File: src/rtl/ram_pkg.sv
// ram_pkg: shared constants and state encoding for the 8x64 RAM burst initiator.
//   RAM_DW/RAM_AW/RAM_DEPTH describe the attached single-port RAM.
//   state_e is the initiator sequencer state.
package ram_pkg;
  localparam int RAM_DW    = 8;
  localparam int RAM_AW    = 6;
  localparam int RAM_DEPTH = 2 ** RAM_AW;
  typedef enum logic [1:0] {
    IDLE  = 2'd0,
    WRITE = 2'd1,
    READ  = 2'd2
  } state_e;
endpackage

File: src/rtl/ram_burst_initiator_if.sv
// ram_burst_initiator_if: client command/data streams plus RAM-side bus of the burst initiator.
//   cmd_*   : burst command handshake (client -> initiator)
//   wr_*    : write beat stream (client -> initiator)
//   rd_*    : read beat stream (initiator -> client)
//   busy/done : burst status
//   ram_*   : single-port RAM access (initiator <-> RAM)
//   err     : rejected-command pulse, present only with RAM_BURST_BOUND_CHECK_EN
//   modport master = initiator side, slave = client/RAM side.
interface ram_burst_initiator_if
  import ram_pkg::*;
#(
  parameter int DW = RAM_DW,
  parameter int AW = RAM_AW
);
  logic          cmd_valid;
  logic          cmd_ready;
  logic          cmd_write;
  logic [AW-1:0] cmd_addr;
  logic [AW-1:0] cmd_len;
  logic [DW-1:0] wr_data;
  logic          wr_valid;
  logic          wr_ready;
  logic [DW-1:0] rd_data;
  logic          rd_valid;
  logic          rd_ready;
  logic          busy;
  logic          done;
  logic [DW-1:0] ram_data;
  logic [AW-1:0] ram_addr;
  logic          ram_write;
  logic [DW-1:0] ram_out;
`ifdef RAM_BURST_BOUND_CHECK_EN
  logic          err;
`endif
  modport master (
    input  cmd_valid, cmd_write, cmd_addr, cmd_len, wr_data, wr_valid, rd_ready, ram_out,
    output cmd_ready, wr_ready, rd_data, rd_valid, busy, done, ram_data, ram_addr, ram_write
`ifdef RAM_BURST_BOUND_CHECK_EN
    , output err
`endif
  );
  modport slave (
    output cmd_valid, cmd_write, cmd_addr, cmd_len, wr_data, wr_valid, rd_ready, ram_out,
    input  cmd_ready, wr_ready, rd_data, rd_valid, busy, done, ram_data, ram_addr, ram_write
`ifdef RAM_BURST_BOUND_CHECK_EN
    , input err
`endif
  );
endinterface

File: src/rtl/ram_burst_addr_gen.sv
// ram_burst_addr_gen: burst address pointer and remaining-beat counter.
//   load_i/addr_i/len_i : start a burst at addr_i with len_i+1 beats
//   adv_i               : one beat completed, step pointer (wraps mod 2**AW) and counter
//   ptr_o/ptr_nxt_o     : current beat address and the address after it
//   last_o              : current beat is the final one of the burst
module ram_burst_addr_gen
  import ram_pkg::*;
#(
  parameter int AW = RAM_AW
) (
  input  logic          clk,
  input  logic          rst_n,
  input  logic          load_i,
  input  logic          adv_i,
  input  logic [AW-1:0] addr_i,
  input  logic [AW-1:0] len_i,
  output logic [AW-1:0] ptr_o,
  output logic [AW-1:0] ptr_nxt_o,
  output logic          last_o
);
  logic [AW-1:0] ptr_q, ptr_d, cnt_q, cnt_d;
  always_comb begin
    ptr_d = load_i ? addr_i : adv_i ? ptr_q + 1'b1 : ptr_q;
    cnt_d = load_i ? len_i  : adv_i ? cnt_q - 1'b1 : cnt_q;
  end
  always_ff @(posedge clk or negedge rst_n) begin
    if (!rst_n) begin
      ptr_q <= '0;
      cnt_q <= '0;
    end else begin
      ptr_q <= ptr_d;
      cnt_q <= cnt_d;
    end
  end
  assign ptr_o     = ptr_q;
  assign ptr_nxt_o = ptr_q + 1'b1;
  assign last_o    = cnt_q == '0;
endmodule

File: src/rtl/ram_burst_initiator.sv
// ram_burst_initiator: turns one burst command into per-cycle accesses of an 8x64 single-port RAM.
//   clk, rst_n : clock and asynchronous active-low reset
//   bus        : ram_burst_initiator_if.master (command, write/read streams, status, RAM bus)
//   Optional macro RAM_BURST_BOUND_CHECK_EN rejects bursts running past the top address
//   and pulses bus.err instead of wrapping.
module ram_burst_initiator
  import ram_pkg::*;
#(
  parameter int DW = RAM_DW,
  parameter int AW = RAM_AW
) (
  input  logic                   clk,
  input  logic                   rst_n,
  ram_burst_initiator_if.master  bus
);
  state_e        state_q;
  logic          done_q, rd_valid_q;
  logic          req, oob, load, wr_acc, rd_acc, adv, last;
  logic [AW-1:0] ptr, ptr_nxt;
  logic [DW-1:0] wdata, rdata;
`ifdef RAM_BURST_BOUND_CHECK_EN
  logic          err_q;
  logic [AW:0]   end_addr;
  assign end_addr = {1'b0, bus.cmd_addr} + {1'b0, bus.cmd_len};
  assign oob      = end_addr[AW];
  assign bus.err  = err_q;
`else
  assign oob = 1'b0;
`endif
  assign req    = state_q == IDLE && bus.cmd_valid;
  assign load   = req && !oob;
  assign wr_acc = state_q == WRITE && bus.wr_valid;
  assign rd_acc = rd_valid_q && bus.rd_ready;
  assign adv    = wr_acc || rd_acc;
  ram_burst_addr_gen #(.AW(AW)) u_addr_gen (
    .clk       (clk),
    .rst_n     (rst_n),
    .load_i    (load),
    .adv_i     (adv),
    .addr_i    (bus.cmd_addr),
    .len_i     (bus.cmd_len),
    .ptr_o     (ptr),
    .ptr_nxt_o (ptr_nxt),
    .last_o    (last)
  );
  always_ff @(posedge clk or negedge rst_n) begin
    if (!rst_n) begin
      state_q    <= IDLE;
      done_q     <= 1'b0;
      rd_valid_q <= 1'b0;
`ifdef RAM_BURST_BOUND_CHECK_EN
      err_q      <= 1'b0;
`endif
    end else begin
      done_q     <= adv && last;
      rd_valid_q <= state_q == READ && !(rd_acc && last);
`ifdef RAM_BURST_BOUND_CHECK_EN
      err_q      <= req && oob;
`endif
      unique case (state_q)
        IDLE:    if (load) state_q <= bus.cmd_write ? WRITE : READ;
        WRITE:   if (wr_acc && last) state_q <= IDLE;
        READ:    if (rd_acc && last) state_q <= IDLE;
        default: state_q <= IDLE;
      endcase
    end
  end
  // In READ the RAM address runs one beat ahead of rd_data: on a completing beat the
  // next address is presented so beats stream back-to-back; on a stall the current
  // address is re-presented so the RAM output (and rd_data) stays put.
  assign wdata         = state_q == WRITE ? bus.wr_data : '0;
  assign rdata         = rd_valid_q ? bus.ram_out : '0;
  assign bus.cmd_ready = state_q == IDLE;
  assign bus.busy      = state_q != IDLE;
  assign bus.wr_ready  = state_q == WRITE;
  assign bus.ram_write = wr_acc;
  assign bus.ram_data  = wdata;
  assign bus.ram_addr  = state_q == IDLE ? '0 : rd_acc ? ptr_nxt : ptr;
  assign bus.rd_valid  = rd_valid_q;
  assign bus.rd_data   = rdata;
  assign bus.done      = done_q;
endmodule

File: src/flat_wrapper.sv
// flat-port wrapper written by rule: the top's interface ports become plain ports
module ram_burst_initiator_flat import ram_pkg::*;
#(
  parameter int DW = RAM_DW,
  parameter int AW = RAM_AW
)
  (clk, rst_n, bus_cmd_valid, bus_cmd_write, bus_cmd_addr, bus_cmd_len, bus_wr_data, bus_wr_valid, bus_rd_ready, bus_ram_out, bus_cmd_ready, bus_wr_ready, bus_rd_data, bus_rd_valid, bus_busy, bus_done, bus_ram_data, bus_ram_addr, bus_ram_write);
  ram_burst_initiator_if #(.DW(DW), .AW(AW)) bus_i ();
  input  logic clk;
  input  logic rst_n;
  input wire logic [$bits(bus_i.cmd_valid)-1:0] bus_cmd_valid;
  input wire logic [$bits(bus_i.cmd_write)-1:0] bus_cmd_write;
  input wire logic [$bits(bus_i.cmd_addr)-1:0] bus_cmd_addr;
  input wire logic [$bits(bus_i.cmd_len)-1:0] bus_cmd_len;
  input wire logic [$bits(bus_i.wr_data)-1:0] bus_wr_data;
  input wire logic [$bits(bus_i.wr_valid)-1:0] bus_wr_valid;
  input wire logic [$bits(bus_i.rd_ready)-1:0] bus_rd_ready;
  input wire logic [$bits(bus_i.ram_out)-1:0] bus_ram_out;
  output wire logic [$bits(bus_i.cmd_ready)-1:0] bus_cmd_ready;
  output wire logic [$bits(bus_i.wr_ready)-1:0] bus_wr_ready;
  output wire logic [$bits(bus_i.rd_data)-1:0] bus_rd_data;
  output wire logic [$bits(bus_i.rd_valid)-1:0] bus_rd_valid;
  output wire logic [$bits(bus_i.busy)-1:0] bus_busy;
  output wire logic [$bits(bus_i.done)-1:0] bus_done;
  output wire logic [$bits(bus_i.ram_data)-1:0] bus_ram_data;
  output wire logic [$bits(bus_i.ram_addr)-1:0] bus_ram_addr;
  output wire logic [$bits(bus_i.ram_write)-1:0] bus_ram_write;
  assign bus_i.cmd_valid = bus_cmd_valid;
  assign bus_i.cmd_write = bus_cmd_write;
  assign bus_i.cmd_addr = bus_cmd_addr;
  assign bus_i.cmd_len = bus_cmd_len;
  assign bus_i.wr_data = bus_wr_data;
  assign bus_i.wr_valid = bus_wr_valid;
  assign bus_i.rd_ready = bus_rd_ready;
  assign bus_i.ram_out = bus_ram_out;
  assign bus_cmd_ready = bus_i.cmd_ready;
  assign bus_wr_ready = bus_i.wr_ready;
  assign bus_rd_data = bus_i.rd_data;
  assign bus_rd_valid = bus_i.rd_valid;
  assign bus_busy = bus_i.busy;
  assign bus_done = bus_i.done;
  assign bus_ram_data = bus_i.ram_data;
  assign bus_ram_addr = bus_i.ram_addr;
  assign bus_ram_write = bus_i.ram_write;
  ram_burst_initiator #(.DW(DW), .AW(AW)) u_core (.clk(clk), .rst_n(rst_n), .bus(bus_i));
endmodule
File: config.mk
export PLATFORM = sky130hd
export DESIGN_NAME = ram_burst_initiator_flat
export DESIGN_NICKNAME = d
export VERILOG_FILES = /design/src/rtl/ram_pkg.sv /design/src/rtl/ram_burst_initiator_if.sv /design/src/rtl/ram_burst_addr_gen.sv /design/src/rtl/ram_burst_initiator.sv /design/src/flat_wrapper.sv
export SDC_FILE = /design/constraint.sdc
export NUM_CORES = 1
export LEC_CHECK = 0
export ABC_AREA = 1
export CORE_ASPECT_RATIO = 1.4
export CORE_MARGIN = 2
export CORE_UTILIZATION = 40
export DETAILED_ROUTE_END_ITERATION = 10
export PLACE_DENSITY = 0.82
export SETUP_SLACK_MARGIN = 0.3
export SLEW_MARGIN = 10
export SYNTH_ARGS = -nofsm -noshare
export SYNTH_HDL_FRONTEND = slang
export SYNTH_SLANG_ARGS = --single-unit
File: constraint.sdc
create_clock -name clk -period 1.4 [get_ports clk]
set_input_delay 0.21 -clock clk [delete_from_list [all_inputs] [get_ports clk]]
set_output_delay 0.21 -clock clk [all_outputs]
set_load 0.05 [all_outputs]
==> metrics.yaml, run 1 <==
detailed_place_hpwl_mm: 3.45
boundaryPins: 62
port_buffers: 61
die_w_um: 50.6
cts_resized: 86
outcome: "did not finish"
synth.avg_cell_area_um2: 6.22
root_buffer: "clkbuf_8"
yosysTopAreaCellShare_pct: 33.0
cts_buffers: 3
lastStage: "clock tree synthesis"
start_util_pct: 42.2
placed_area_um2: 2570
yosys.cell_types.count: 24
synth-seq-cells: 16
firstError: "[ERROR DPL-0038] Utilization greater than 100%, impossible to legalize"
fp-row-count: 23
die_y_um: 69.2
clkSinkCount: 16
synth_nets: 232
syn_area_um2: 1210
cts_setup_buffers: 23
htree_levels: 1
max-clock-path-buffers: 2
synth_largest_area_cell: "dfrtp_1"
synthCells: 195
hold_buffers: 0
yosysWarnings: 0
synthTopCellsByArea: "dfrtp_1 33%, nand2_1 19%, inv_1 12%"
synth-seq-area-share_pct: 33.0
gp_routability_congestion: 0.907
-- synthesized netlist by cell type (all sizes together) --
library cell,count
a21boi,1
nor3,1
a21oi,5
nand3,16
o211ai,1
nor2,20
nand2,64
o21ai,14
nand4,4
nand3b,1
ha,3
xor2,2
inv,41
o31ai,1
dfrtp,16
buf,5
-- per-stage QoR --
stage	utilization [%]	setup slack [ps]	TNS, ps	hold WS [ps]	cells
after detailed placement	89.2	-253	-3130	513	317
after global placement	89.2	-234	-2700	496	317
after floorplan	-	-428	-5040	-85.6	195
-- cell families after synthesis --
kind of cell             share of synthesized area [%]
XOR/XNOR                                          1.44
buffers and inverters                             15.5
adder cells (fa/ha/maj)                           3.09
AO/OA/AOI/OAI                                     9.69
flip-flops                                        33.0
AND/OR/NAND/NOR                                   37.3
==> run 2: changes to the inputs <==
--- a/config.mk
+++ b/config.mk
@@ -6,12 +6,10 @@
 export NUM_CORES = 1
 export LEC_CHECK = 0
 export ABC_AREA = 1
-export CORE_ASPECT_RATIO = 1.4
-export CORE_MARGIN = 2
-export CORE_UTILIZATION = 40
+export CORE_AREA = 2 2 63 65
 export DETAILED_ROUTE_END_ITERATION = 10
-export PLACE_DENSITY = 0.82
-export SETUP_SLACK_MARGIN = 0.3
+export DIE_AREA = 0 0 65 67
+export PLACE_DENSITY_LB_ADDON = 0.15
 export SLEW_MARGIN = 10
 export SYNTH_ARGS = -nofsm -noshare
 export SYNTH_HDL_FRONTEND = slang
==> metrics.yaml, run 2 <==
endpoint_kind: "primary output"
synth_largest_area_cell: "dfrtp_1"
cp.required_ps: 1190
grt_usage_pct: 21.8
maxCapViolCount: 0
drt-vias-per-instance: 4.71
htree_levels: 1
design_power_total_mw: 7.20
antenna_found_initial: 0
drtIter0Drc: 100
detailed_place_hpwl_mm: 3.18
yosys.cell_types.count: 24
r2r-start: "u_core.state_q[1]$_DFFE_PN0P_"
outcome: "finished with violations"
crit_path_start_kind: "flop"
tightest_slew_ps: 250
drc: 0
ys.flop_type: "dfrtp_1"
die_w_um: 65
num-nets-final: 332
fin_crit_sh_pct: 119
rsz0062_at_grt: "true"
wirelength_mm: 4.80
worstHoldPathType: "in -> async"
grt_pass1_vias: 1598
hold_violations: 0
synthTopCellsByArea: "dfrtp_1 33%, nand2_1 19%, inv_1 12%"
fmax_mhz: 598
setup_viol: 17
final_antenna_net_count: 0
core_area_um2: 3610
root_buffer: "clkbuf_8"
synth_nets: 232
path_clk_slew_ps: 70
rr_worst_depth: 9
grt_overflow: 0
synth_edf_count: 0
final.setup.worst_slack_ps: -271
worstPathArrival_ps: 1460
synthCells: 195
wl_per_cell_um: 14.0
port_buffers: 61
grt_max_degree: 17
place_inst: 325
drive_gt1_share_pct: 42.5
clock_latency_ps: 260
synth-seq-area-share_pct: 33.0
violations: "negative setup slack"
cts_buffers: 3
via_count: 1612
drtPass1Iterations: 4
yosysWarnings: 0
dpl_worst_slack_ps: -234
grt_pass1_wl_mm: 7.23
power_per_cell_area_nw_per_um2: 2560
slew_headroom_pct: 83.2
antennaDiodeCount: 0
start_util_pct: 33.7
yosysMostFrequentCell: "nand2_1"
fp-row-count: 22
clock_skew_ps: 4.63
fillCellCount: 240
path_max_fanout: 3
layout_min_cycle_time_ps: 1670
holdWs_ps: 267
tns_ps: -3220
yosysTopAreaCellShare_pct: 33.0
total_leakage_power_nw: 1.37
async_flop_share_pct: 100
syn_to_final_growth_pct: 131
cts_tree: "yes"
synth_common_cells: "62 x nand2_1, 40 x inv_1, 18 x nor2_1"
worstReg2RegEnd: "u_core.u_addr_gen.cnt_q[3]$_DFFE_PN0P_"
layout_commonest_cell: "nand2_1"
mostFrequentLayoutCells: "55 x nand2_1, 32 x clkdlybuf4s50_1, 30 x inv_1, 30 x buf_12, 26 x buf_4"
synth-seq-cells: 16
syn_area_um2: 1210
clkSinkCount: 16
crit_type: "reg -> out"
slew_violations: 0
rrSetupSlack_ps: 40
boundaryPins: 62
ir_drop_uv: 2280
die_area_um2: 4360
synth.avg_cell_area_um2: 6.22
gp_routability_congestion: 0.825
fin_cells: 342
max-clock-path-buffers: 2
die_y_um: 67
==> run 2: cell counts after synthesis <==
No cell type changed its count.
==> run 2: per-layer routing <==
metal / routed length, µm / GRT usage (%) / up-vias / part of all wire [%]
met5: 0 / 0 / - / 0
li1: - / - / 798 / -
met4: 104 / 9.31 / 0 / 2.2
met2: 2430 / 40.9 / 78 / 51
met1: 1910 / 23.9 / 725 / 40
met3: 355 / 3.89 / 11 / 7.4
==> run 2: worst max path at each step <==
stage | slack [ps] | start | to
5_1_grt | -320 | u_core.u_addr_gen.ptr_o[1]$_DFFE_PN0P_ | bus_ram_addr[2]
4_1_cts | -270 | u_core.u_addr_gen.ptr_o[0]$_DFFE_PN0P_ | bus_ram_addr[4]
3_3_place_gp | -200 | bus_rd_ready | bus_ram_addr[5]
6_report | -270 | u_core.u_addr_gen.ptr_o[1]$_DFFE_PN0P_ | bus_ram_addr[2]
3_5_place_dp | -230 | bus_rd_ready | bus_ram_addr[5]
2_1_floorplan | -430 | u_core.state_q[0]$_DFFE_PN0P_ | bus_ram_data[1]
==> run 2: logic make-up (layout without fill, tap and decap cells) <==
| group | after synthesis | after routing | synth area share (%) |
|---|---|---|---|
| adders and majority gates | 3 | 3 | 3.09 |
| AOI/OAI and AO/OA | 22 | 22 | 9.69 |
| DFF | 16 | 16 | 33.0 |
| buffers and inverters | 46 | 144 | 15.5 |
| and+or+nand+nor | 106 | 107 | 37.3 |
| xor gates and xnor gates | 2 | 2 | 1.44 |
==> run 2: area by class of cell <==
cell class / instances / area [µm²] / share of cell area, %
repair buffers: 99 / 1240 / 44.1
multi-input cells: 134 / 881 / 31.4
flip-flops and latches: 16 / 405 / 14.4
inverters: 41 / 169 / 6.02
well taps: 48 / 60.1 / 2.14
clock buffers: 4 / 55.1 / 1.96
==> run 2: power breakdown <==
group          switching, mW  internal, mW
clock                  0.173         0.250
sequential             0.267         0.692
combinational           3.11          2.71
total                   3.55          3.65
==> run 2: worst max-delay path: stages, from the launching register on <==
cell	delay, ps
dfrtp_1	430
ha_4	210
xor2_2	220
nor2_2	80
nor2_4	120
buf_12	140
==> run 2: timing repair <==
item / 4_1_cts / 5_1_grt
resized for setup: 24 / 31
hold buffers: 0 / 0
buffers inserted: 7 / 6
cloned: 1 / 0
pin swaps: 7 / 11
setup endpoints to repair: 16 / 37
==> run 2: metrics by stage <==
| step | utilization, % | instance area [µm²] |
|---|---|---|
| global placement | 68.2 | 2460 |
| finish | 77.9 | 2810 |
| detailed placement | 68.2 | 2460 |
| CTS | 73.5 | 2650 |
| global route | 77.9 | 2810 |
| floorplan | - | 1350 |
Power figures use the tool's default switching activity.
